[src/rtl/board_pkg.sv]
// Shared types and board geometry for the game board RAM arbiter.
// State and grant encodings are used by the arbiter top and its clear sequencer.
package board_pkg;

  localparam int BOARD_W     = 80;
  localparam int BOARD_H     = 30;
  localparam int BOARD_DEPTH = BOARD_W * BOARD_H;

  typedef enum logic [1:0] {
    ST_IDLE  = 2'd0,
    ST_CLEAR = 2'd1,
    ST_DONE  = 2'd2
  } state_e;

  typedef enum logic [1:0] {
    GNT_NONE = 2'd0,
    GNT_VID  = 2'd1,
    GNT_GAME = 2'd2,
    GNT_CLR  = 2'd3
  } grant_e;

endpackage

[src/rtl/clear_sequencer.sv]
// Board clear sweep: address counter 0..DEPTH-1, latched fill value, end-of-sweep flag.
// The counter advances only on cycles where the arbiter grants the RAM to the clear.
module clear_sequencer
  import board_pkg::*;
#(
  parameter int ADDR_WIDTH = 12,
  parameter int DATA_WIDTH = 3,
  parameter int DEPTH      = BOARD_DEPTH
) (
  input  logic                  i_clk,
  input  logic                  rstn,
  input  logic                  i_start,
  input  logic [DATA_WIDTH-1:0] i_fill,
  input  logic                  i_step,
  output logic [ADDR_WIDTH-1:0] o_addr,
  output logic [DATA_WIDTH-1:0] o_value,
  output logic                  o_last
);

  logic [ADDR_WIDTH-1:0] cnt_r;
  logic [DATA_WIDTH-1:0] value_r;
  logic                  last_s;

  assign last_s  = (cnt_r == ADDR_WIDTH'(DEPTH - 1));
  assign o_addr  = cnt_r;
  assign o_value = value_r;
  assign o_last  = last_s;

  // Sweep counter and fill value; a new start always rewinds to address 0.
  always_ff @(posedge i_clk or negedge rstn) begin
    if (!rstn) begin
      cnt_r   <= {ADDR_WIDTH{1'b0}};
      value_r <= {DATA_WIDTH{1'b0}};
    end else if (i_start) begin
      cnt_r   <= {ADDR_WIDTH{1'b0}};
      value_r <= i_fill;
    end else if (i_step) begin
      cnt_r   <= last_s ? {ADDR_WIDTH{1'b0}} : cnt_r + ADDR_WIDTH'(1);
      value_r <= value_r;
    end else begin
      cnt_r   <= cnt_r;
      value_r <= value_r;
    end
  end

endmodule

[src/rtl/board_ram_arbiter.sv]
// Single-port board RAM arbiter: video reads, game read/write with anti-starvation,
// and a clear sweep that yields to video. Read return valids are registered here.
module board_ram_arbiter
  import board_pkg::*;
#(
  parameter int ADDR_WIDTH = 12,
  parameter int DATA_WIDTH = 3,
  parameter int DEPTH      = BOARD_DEPTH,
  parameter int MAX_WAIT   = 15
) (
  input  logic                  i_clk,
  input  logic                  rstn,
  input  logic                  i_vid_req,
  input  logic [ADDR_WIDTH-1:0] i_vid_addr,
  output logic                  o_vid_valid,
  output logic [DATA_WIDTH-1:0] o_vid_data,
  output logic                  o_vid_miss,
  input  logic                  i_gm_req,
  input  logic                  i_gm_we,
  input  logic [ADDR_WIDTH-1:0] i_gm_addr,
  input  logic [DATA_WIDTH-1:0] i_gm_wdata,
  output logic                  o_gm_ack,
  output logic                  o_gm_rvalid,
  output logic [DATA_WIDTH-1:0] o_gm_rdata,
  input  logic                  i_clear,
  input  logic [DATA_WIDTH-1:0] i_clear_value,
  output logic                  o_busy,
  output logic                  o_clear_done,
  output logic [ADDR_WIDTH-1:0] o_ram_addr,
  output logic                  o_ram_write,
  output logic [DATA_WIDTH-1:0] o_ram_data,
  input  logic [DATA_WIDTH-1:0] i_ram_data
);

  localparam int WAIT_W = $clog2(MAX_WAIT + 1);

  state_e                state_r;
  grant_e                grant_s;
  logic [WAIT_W-1:0]     wait_r;
  logic                  starved_s;
  logic                  miss_s;
  logic                  ack_s;
  logic                  start_s;
  logic                  step_s;
  logic                  clr_last_s;
  logic [ADDR_WIDTH-1:0] clr_addr_s;
  logic [DATA_WIDTH-1:0] clr_value_s;
  logic [ADDR_WIDTH-1:0] addr_hold_r;
  logic [ADDR_WIDTH-1:0] ram_addr_s;
  logic                  ram_write_s;
  logic [DATA_WIDTH-1:0] ram_data_s;
  logic                  vid_valid_r;
  logic                  gm_rvalid_r;
  logic                  busy_r;
  logic                  done_r;

  assign starved_s = i_gm_req && (wait_r == WAIT_W'(MAX_WAIT));
  assign ack_s     = (grant_s == GNT_GAME);
  assign start_s   = (state_r == ST_IDLE) && i_clear;
  assign step_s    = (grant_s == GNT_CLR);

  // Per-cycle grant; the game is only served in IDLE, where starvation overrides video.
  always_comb begin
    grant_s = GNT_NONE;
    miss_s  = 1'b0;
    case (state_r)
      ST_IDLE: begin
        if (starved_s) begin
          grant_s = GNT_GAME;
          miss_s  = i_vid_req;
        end else if (i_vid_req) begin
          grant_s = GNT_VID;
        end else if (i_gm_req) begin
          grant_s = GNT_GAME;
        end else begin
          grant_s = GNT_NONE;
        end
      end
      ST_CLEAR: begin
        if (i_vid_req) begin
          grant_s = GNT_VID;
        end else begin
          grant_s = GNT_CLR;
        end
      end
      ST_DONE: begin
        if (i_vid_req) begin
          grant_s = GNT_VID;
        end else begin
          grant_s = GNT_NONE;
        end
      end
      default: begin
        grant_s = GNT_NONE;
      end
    endcase
  end

  // RAM port mux; with no grant the address parks on its previous value.
  always_comb begin
    ram_addr_s  = addr_hold_r;
    ram_write_s = 1'b0;
    ram_data_s  = {DATA_WIDTH{1'b0}};
    case (grant_s)
      GNT_VID: begin
        ram_addr_s = i_vid_addr;
      end
      GNT_GAME: begin
        ram_addr_s  = i_gm_addr;
        ram_write_s = i_gm_we;
        ram_data_s  = i_gm_we ? i_gm_wdata : {DATA_WIDTH{1'b0}};
      end
      GNT_CLR: begin
        ram_addr_s  = clr_addr_s;
        ram_write_s = 1'b1;
        ram_data_s  = clr_value_s;
      end
      default: begin
        ram_addr_s = addr_hold_r;
      end
    endcase
  end

  // Clear FSM with registered busy/done flags.
  always_ff @(posedge i_clk or negedge rstn) begin
    if (!rstn) begin
      state_r <= ST_IDLE;
      busy_r  <= 1'b0;
      done_r  <= 1'b0;
    end else begin
      case (state_r)
        ST_IDLE: begin
          if (i_clear) begin
            state_r <= ST_CLEAR;
            busy_r  <= 1'b1;
          end else begin
            state_r <= ST_IDLE;
            busy_r  <= 1'b0;
          end
          done_r <= 1'b0;
        end
        ST_CLEAR: begin
          if (step_s && clr_last_s) begin
            state_r <= ST_DONE;
            busy_r  <= 1'b0;
            done_r  <= 1'b1;
          end else begin
            state_r <= ST_CLEAR;
            busy_r  <= 1'b1;
            done_r  <= 1'b0;
          end
        end
        ST_DONE: begin
          state_r <= ST_IDLE;
          busy_r  <= 1'b0;
          done_r  <= 1'b0;
        end
        default: begin
          state_r <= ST_IDLE;
          busy_r  <= 1'b0;
          done_r  <= 1'b0;
        end
      endcase
    end
  end

  // Game wait counter: counts unacked request cycles, saturating at MAX_WAIT.
  always_ff @(posedge i_clk or negedge rstn) begin
    if (!rstn) begin
      wait_r <= {WAIT_W{1'b0}};
    end else if (!i_gm_req || ack_s) begin
      wait_r <= {WAIT_W{1'b0}};
    end else if (wait_r != WAIT_W'(MAX_WAIT)) begin
      wait_r <= wait_r + WAIT_W'(1);
    end else begin
      wait_r <= wait_r;
    end
  end

  // Return-path valids and the parked RAM address.
  always_ff @(posedge i_clk or negedge rstn) begin
    if (!rstn) begin
      vid_valid_r <= 1'b0;
      gm_rvalid_r <= 1'b0;
      addr_hold_r <= {ADDR_WIDTH{1'b0}};
    end else begin
      vid_valid_r <= (grant_s == GNT_VID);
      gm_rvalid_r <= (grant_s == GNT_GAME) && !i_gm_we;
      addr_hold_r <= ram_addr_s;
    end
  end

  clear_sequencer #(
    .ADDR_WIDTH(ADDR_WIDTH),
    .DATA_WIDTH(DATA_WIDTH),
    .DEPTH     (DEPTH)
  ) u_clear_seq (
    .i_clk  (i_clk),
    .rstn   (rstn),
    .i_start(start_s),
    .i_fill (i_clear_value),
    .i_step (step_s),
    .o_addr (clr_addr_s),
    .o_value(clr_value_s),
    .o_last (clr_last_s)
  );

  assign o_vid_valid  = vid_valid_r;
  assign o_vid_data   = vid_valid_r ? i_ram_data : {DATA_WIDTH{1'b0}};
  assign o_vid_miss   = miss_s;
  assign o_gm_ack     = ack_s;
  assign o_gm_rvalid  = gm_rvalid_r;
  assign o_gm_rdata   = gm_rvalid_r ? i_ram_data : {DATA_WIDTH{1'b0}};
  assign o_busy       = busy_r;
  assign o_clear_done = done_r;
  assign o_ram_addr   = ram_addr_s;
  assign o_ram_write  = ram_write_s;
  assign o_ram_data   = ram_data_s;

endmodule

[config.mk]
export PLATFORM = sky130hd
export DESIGN_NAME = board_ram_arbiter
export DESIGN_NICKNAME = d
export VERILOG_FILES = /design/src/rtl/board_pkg.sv /design/src/rtl/clear_sequencer.sv /design/src/rtl/board_ram_arbiter.sv
export SDC_FILE = /design/constraint.sdc
export NUM_CORES = 1
export LEC_CHECK = 0
export ABC_AREA = 1
export ABC_CLOCK_PERIOD_IN_PS = 2400
export CAP_MARGIN = 5
export CORE_MARGIN = 1
export CORE_UTILIZATION = 45
export DETAILED_ROUTE_END_ITERATION = 8
export GPL_ROUTABILITY_DRIVEN = 1
export PLACE_DENSITY = 0.78
export SYNTH_ARGS = -nofsm -noshare
export SYNTH_HDL_FRONTEND = slang
export SYNTH_SLANG_ARGS = --single-unit
[constraint.sdc]
create_clock -name i_clk -period 2.4 [get_ports i_clk]
set_clock_uncertainty 0.1 [all_clocks]
set_input_delay 0.36 -clock i_clk [delete_from_list [all_inputs] [get_ports i_clk]]
set_output_delay 0.36 -clock i_clk [all_outputs]
set_load 0.05 [all_outputs]
* Yosys cells after proc, flatten, opt, wreduce, memory -nomap -nowiden
Index checks and enable logic that the tools add are counted.
Storage, ports and cells: logic and storage cells 56, ROM bits 0, output and inout port bits 28, bits of input ports 39, RAM bits 0, register bits after elaboration 37, memories 0, bits in latches 0
Operators by class: $add $sub $neg 2, div/mod/pow operators 0, shift-type cells 0, reductions and logical operators 10, eq/ne operators 8, order comparisons 0, mux-type cells 27, bitwise gates (word level) 0, multipliers 0
Operators with widths (count):
- $mux W12 | 3
- $pmux W12 S3 | 1
- $add A12 B1 Y12 const B | 1
- $eq A12 B12 Y1 const B | 1
- $mux W2 | 5
- $mux W3 | 3
- $mux W1 | 8
- $mux W4 | 2
- $eq A2 B2 Y1 const B | 3
- $pmux W2 S3 | 1
- $pmux W3 S2 | 1
- $add A4 B1 Y4 const B | 1
- $eq A2 B1 Y1 const B | 2
- $eq A4 B4 Y1 const B | 1
- $logic_and A1 B1 Y1 | 4
- $ne A4 B4 Y1 const B | 1
- $pmux W1 S2 | 2
- $pmux W2 S2 | 1
- $reduce_bool A2 Y1 | 2
- $logic_not A1 Y1 | 2
- $logic_not A2 Y1 | 1
- $logic_or A1 B1 Y1 | 1

* Depth between registers and ports, before layout
depth in word-level cells 8, mapped depth 8, gate-level depth less buffers 8

* Hierarchy
From an unflattened synthesis, not the netlist that was laid out.
Second synthesis, totals: cell total of the unflattened synthesis 307, area, all modules 2280.9 µm²
By module, submodules not included:
- board_ram_arbiter | cells an instance 181, area an instance 1416.4 µm², times used 1
- clear_sequencer | cells an instance 126, area an instance 864.6 µm², times used 1

* Least setup slack after synthesis
Ideal clock, no wire load.
kind register to output, from register state_r[0], to output port o_vid_miss, setup slack -0.298 ns, stages on the path, launching flop included 2, arrival 2.238 ns, path through dfrtp_1 > nor4_1
Between the ends: word-level cells in the longest chain between the ends 2
RTL lines:
- start, declared | RTL line board_ram_arbiter.sv:37 | state_e state_r;
- start signal, assigned | RTL line board_ram_arbiter.sv:127 | state_r <= ST_IDLE;
- start signal, assigned | RTL line board_ram_arbiter.sv:134 | state_r <= ST_CLEAR;
- start signal, assigned | RTL line board_ram_arbiter.sv:137 | state_r <= ST_IDLE;
- $logic_not A2 Y1 | RTL line board_ram_arbiter.sv:66 | case (state_r)
- $mux W1 | RTL line board_ram_arbiter.sv:66
- end, declared | RTL line board_ram_arbiter.sv:17 | output logic o_vid_miss,
Every way passes these cells.

* Final worst setup path
from input port i_gm_req, to output port o_ram_addr[3]
Between the ends: word-level cells in the longest chain between the ends 6, elaborated cells on any way between the ends 9, those cells by class eq/ne: 3; mux: 5; reduce/logical: 1
RTL lines:
- start, declared | RTL line board_ram_arbiter.sv:18 | input logic i_gm_req,
- $mux W2 | RTL line board_ram_arbiter.sv:73 | end else if (i_gm_req) begin
- $mux W2 | RTL line board_ram_arbiter.sv:71 | end else if (i_vid_req) begin
- $mux W2 (*) | RTL line board_ram_arbiter.sv:68 | if (starved_s) begin
- $pmux W2 S3 (*) | RTL line board_ram_arbiter.sv:66
- $eq A2 B2 Y1 or $eq A2 B1 Y1 (tied branches) | RTL line board_ram_arbiter.sv:104 | case (grant_s)
- $pmux W12 S3 (*) | RTL line board_ram_arbiter.sv:104
- end, declared | RTL line board_ram_arbiter.sv:29 | output logic [ADDR_WIDTH-1:0] o_ram_addr,
Mark *: on every way between the ends. The rest lies on a longest branch, timed or not.

==> metrics.md <==
| Metric | Value |
|---|---|
| Status | `complete, no violations` |
| Critical path startpoint category | `input port` |
| Port-buffer cells | `66` |
| ANT cells | `0` |
| Final GP Congestion | `0.894` |
| Slowest cell on crit path | `clkdlybuf4s50_1` |
| Die ar. | `0.00496 mm2` |
| CP endpoint kind | `output port` |
| Starting DRC count in detailed routing | `148` |
| Final worst setup slack | `0.0611 ns` |
| Most frequent cells in the layout | `nand2_1, clkdlybuf4s50_1, nand3_1` |
| Root Driver | `clkbuf_8` |
| Final Util | `73.3%` |
| Initial Util | `47.7%` |
| Top cells by area in the synthesized netlist | `dfrtp_1, nand2_1, nand3_1` |
| Post-Syn Area | `0.00211 mm2` |
| Design Power | `1.98 mW` |
| Syn Nets | `335` |
| Critical path arrival | `1.88 ns` |
| Wire per inst | `14.1 um` |
| Leakage power | `1.57 nW` |
| Gate Count Post-Synth | `294` |
| Register area share after synthesis | `42.8%` |
| Worst-path clk slew | `0.08 ns` |
| Antenna-violating nets left | `0` |
| Synth warn | `0` |
| Final Hold Viols | `0` |
| Total CTS buffers | `5` |
| Achievable frequency | `0.428 GHz` |
| Finished Layout Cells | `426` |
| Dpl cells | `416` |
| Biggest cell delay along the critical path | `0.56 ns` |
| Via count | `2242` |
| Area leader, netlist | `dfrtp_1` |
| Layout cells sized above 1 | `16.0%` |
| Area grow syn2layout | `53.6%` |
| CTS tree | `yes` |
| Placeable Area | `0.00441 mm2` |
| I/O Pins | `67` |
| CP Cell Sequence | `clkdlybuf4s50_1 -> nand4_1 -> nand3_1 -> nand2_1 -> buf_12 -> nand3_1 -> nand3_1 -> buf_12` |
| CP Class | `input port to output port` |
| Power density over the cells | `613 mW/mm2` |
| Synth top area share | `42.8%` |
| Worst vdd ir | `0.000454 V` |
| Critical path fanouts, max | `12` |
| Pin count of the biggest net entering global routing | `37` |
| CTS Hold Bufs | `0` |
| CTS Buffer Depth | `2` |
| Worst path required time | `1.94 ns` |
| Site Rows | `24` |
| Final TNS setup | `0 ns` |
| Tcrit/Tclk final | `97.5%` |
| Fin nets | `414` |
| Via/cell ratio | `5.26` |
| Pre-CTS setup slack | `0.0643 ns` |
| # clock sinks | `36` |
| CTS H-tree depth | `2` |
| Setup Viol. Count Final | `0` |
| Synth Register Bits | `36` |
| Worst min-delay path class | `input port to asynchronous set/reset pin` |
| Grt total ovfl | `0` |
| Final HPWL DP | `4390 um` |
| Fin crit period | `2.34 ns` |
| Clock Latency Late Sink | `0.29 ns` |
| Die width | `70.4 um` |
| Number of global-route vias before repair | `2263` |
| Worst path most repeated cell | `nand3_1` |
| Initial DRT Pass Iterations | `4` |
| DIE HEIGHT | `70.4 um` |
| Max cap viols | `0` |
| Avg Inst Size Synth | `7.16 um2` |
| Worst-margin pin slew | `0.492 ns` |
| Final wirelength | `6020 um` |
| Netlist cell types | `23` |
| GRT Total Usage | `25.7%` |
| Max_slew headroom | `67.1%` |
| Initial antenna violation count | `0` |
| First-pass GRT wire length | `10200 um` |
| DRC | `0` |
| Most common cell after layout, fill and taps aside | `nand2_1` |
| Fin. max-slew vios | `0` |
[synthesized netlist by cell type, drive strengths merged]
cell    count
nor2       21
nand2     106
o21a        1
a21oi       8
nand3      40
ha          2
buf         8
dfrtp      36
a21boi      1
o21ai      14
nor4        1
inv        35
xor2        3
xnor2       2
nand4      16
[metal layers]
layer / vias to the layer above / share of wire (%) / global-route usage (%)
met5: - / 0 / 0
met4: 0 / 1.2 / 7.56
met3: 11 / 6.8 / 6.49
met2: 89 / 50 / 42.9
met1: 1037 / 42 / 32.7
li1: 1105 / - / -
[state kept, by name, indices dropped and copies added (netlist names)]
signal and count:
u_clear_seq.o_addr 12, o_gm_rvalid 1, addr_hold_r 12, o_vid_valid 1, o_clear_done 1, wait_r 4, u_clear_seq.o_value 3, state_r 2
[critical path: cells and delay by family]
kind / cells / cell delay, ns
buffers and inverters: 3 / 0.90
and+or+nand+nor: 5 / 0.62
[area by class of cell]
| type | instances | area [um2] |
|---|---|---|
| fill | 331 | 1180 |
| timing repair buffer | 80 | 968 |
| inverter | 35 | 134 |
| tap | 52 | 65.1 |
| multi-input combinational | 215 | 1050 |
| clock buffer | 5 | 68.8 |
| sequential | 36 | 901 |
| clock inverter | 3 | 42.5 |
[where the power goes]
part	internal, mW	switching (mW)
sequential	0.691	0.0997
combinational	0.289	0.361
clock	0.307	0.235
total	1.29	0.696
[final timing paths]
kind | slack (ns) | end | from | depth (start not counted)
setup / recovery | 0.06 | o_ram_addr[3] | i_gm_req | 8
hold / removal | 0.38 | u_clear_seq.o_value[0] | rstn | 2
setup reg to reg | 0.50 | u_clear_seq.o_addr[6] | u_clear_seq.o_addr[0] | 6
hold reg to reg | 0.38 | u_clear_seq.o_value[0] | u_clear_seq.o_value[0] | 2
max in group asynchronous | 1.49 | u_clear_seq.o_addr[8] | rstn | 2
min in group i_clk | 0.38 | u_clear_seq.o_value[0] | u_clear_seq.o_value[0] | 2
[cell families (layout without fill, tap and decap cells)]
group	after synthesis	after routing	share of synthesized area, %
flip-flops	36	36	42.8
AO/OA/AOI/OAI	24	24	6.48
buffers and inverters	43	123	8.97
AND/OR/NAND/NOR	184	184	38.5
XOR/XNOR	5	5	2.08
adder cells (fa/ha/maj)	2	2	1.19
[metrics by stage]
stage	hold WS [ns]	cell area [um2]
after floorplan	-0.0356	2110
after global placement	0.363	3060
after detailed placement	0.367	3060
after CTS	0.387	3210
after global routing	0.440	3230
final	0.380	3230
[timing repair]
item                                    4_1_cts  5_1_grt
pin swaps                                     1        1
setup buffers                                 2        0
hold endpoints to repair                      0        0
resized for setup                             3        5
cloned                                        0        0
endpoints found under the setup margin       16       16
No activity file was read; power rests on OpenSTA's default activity.
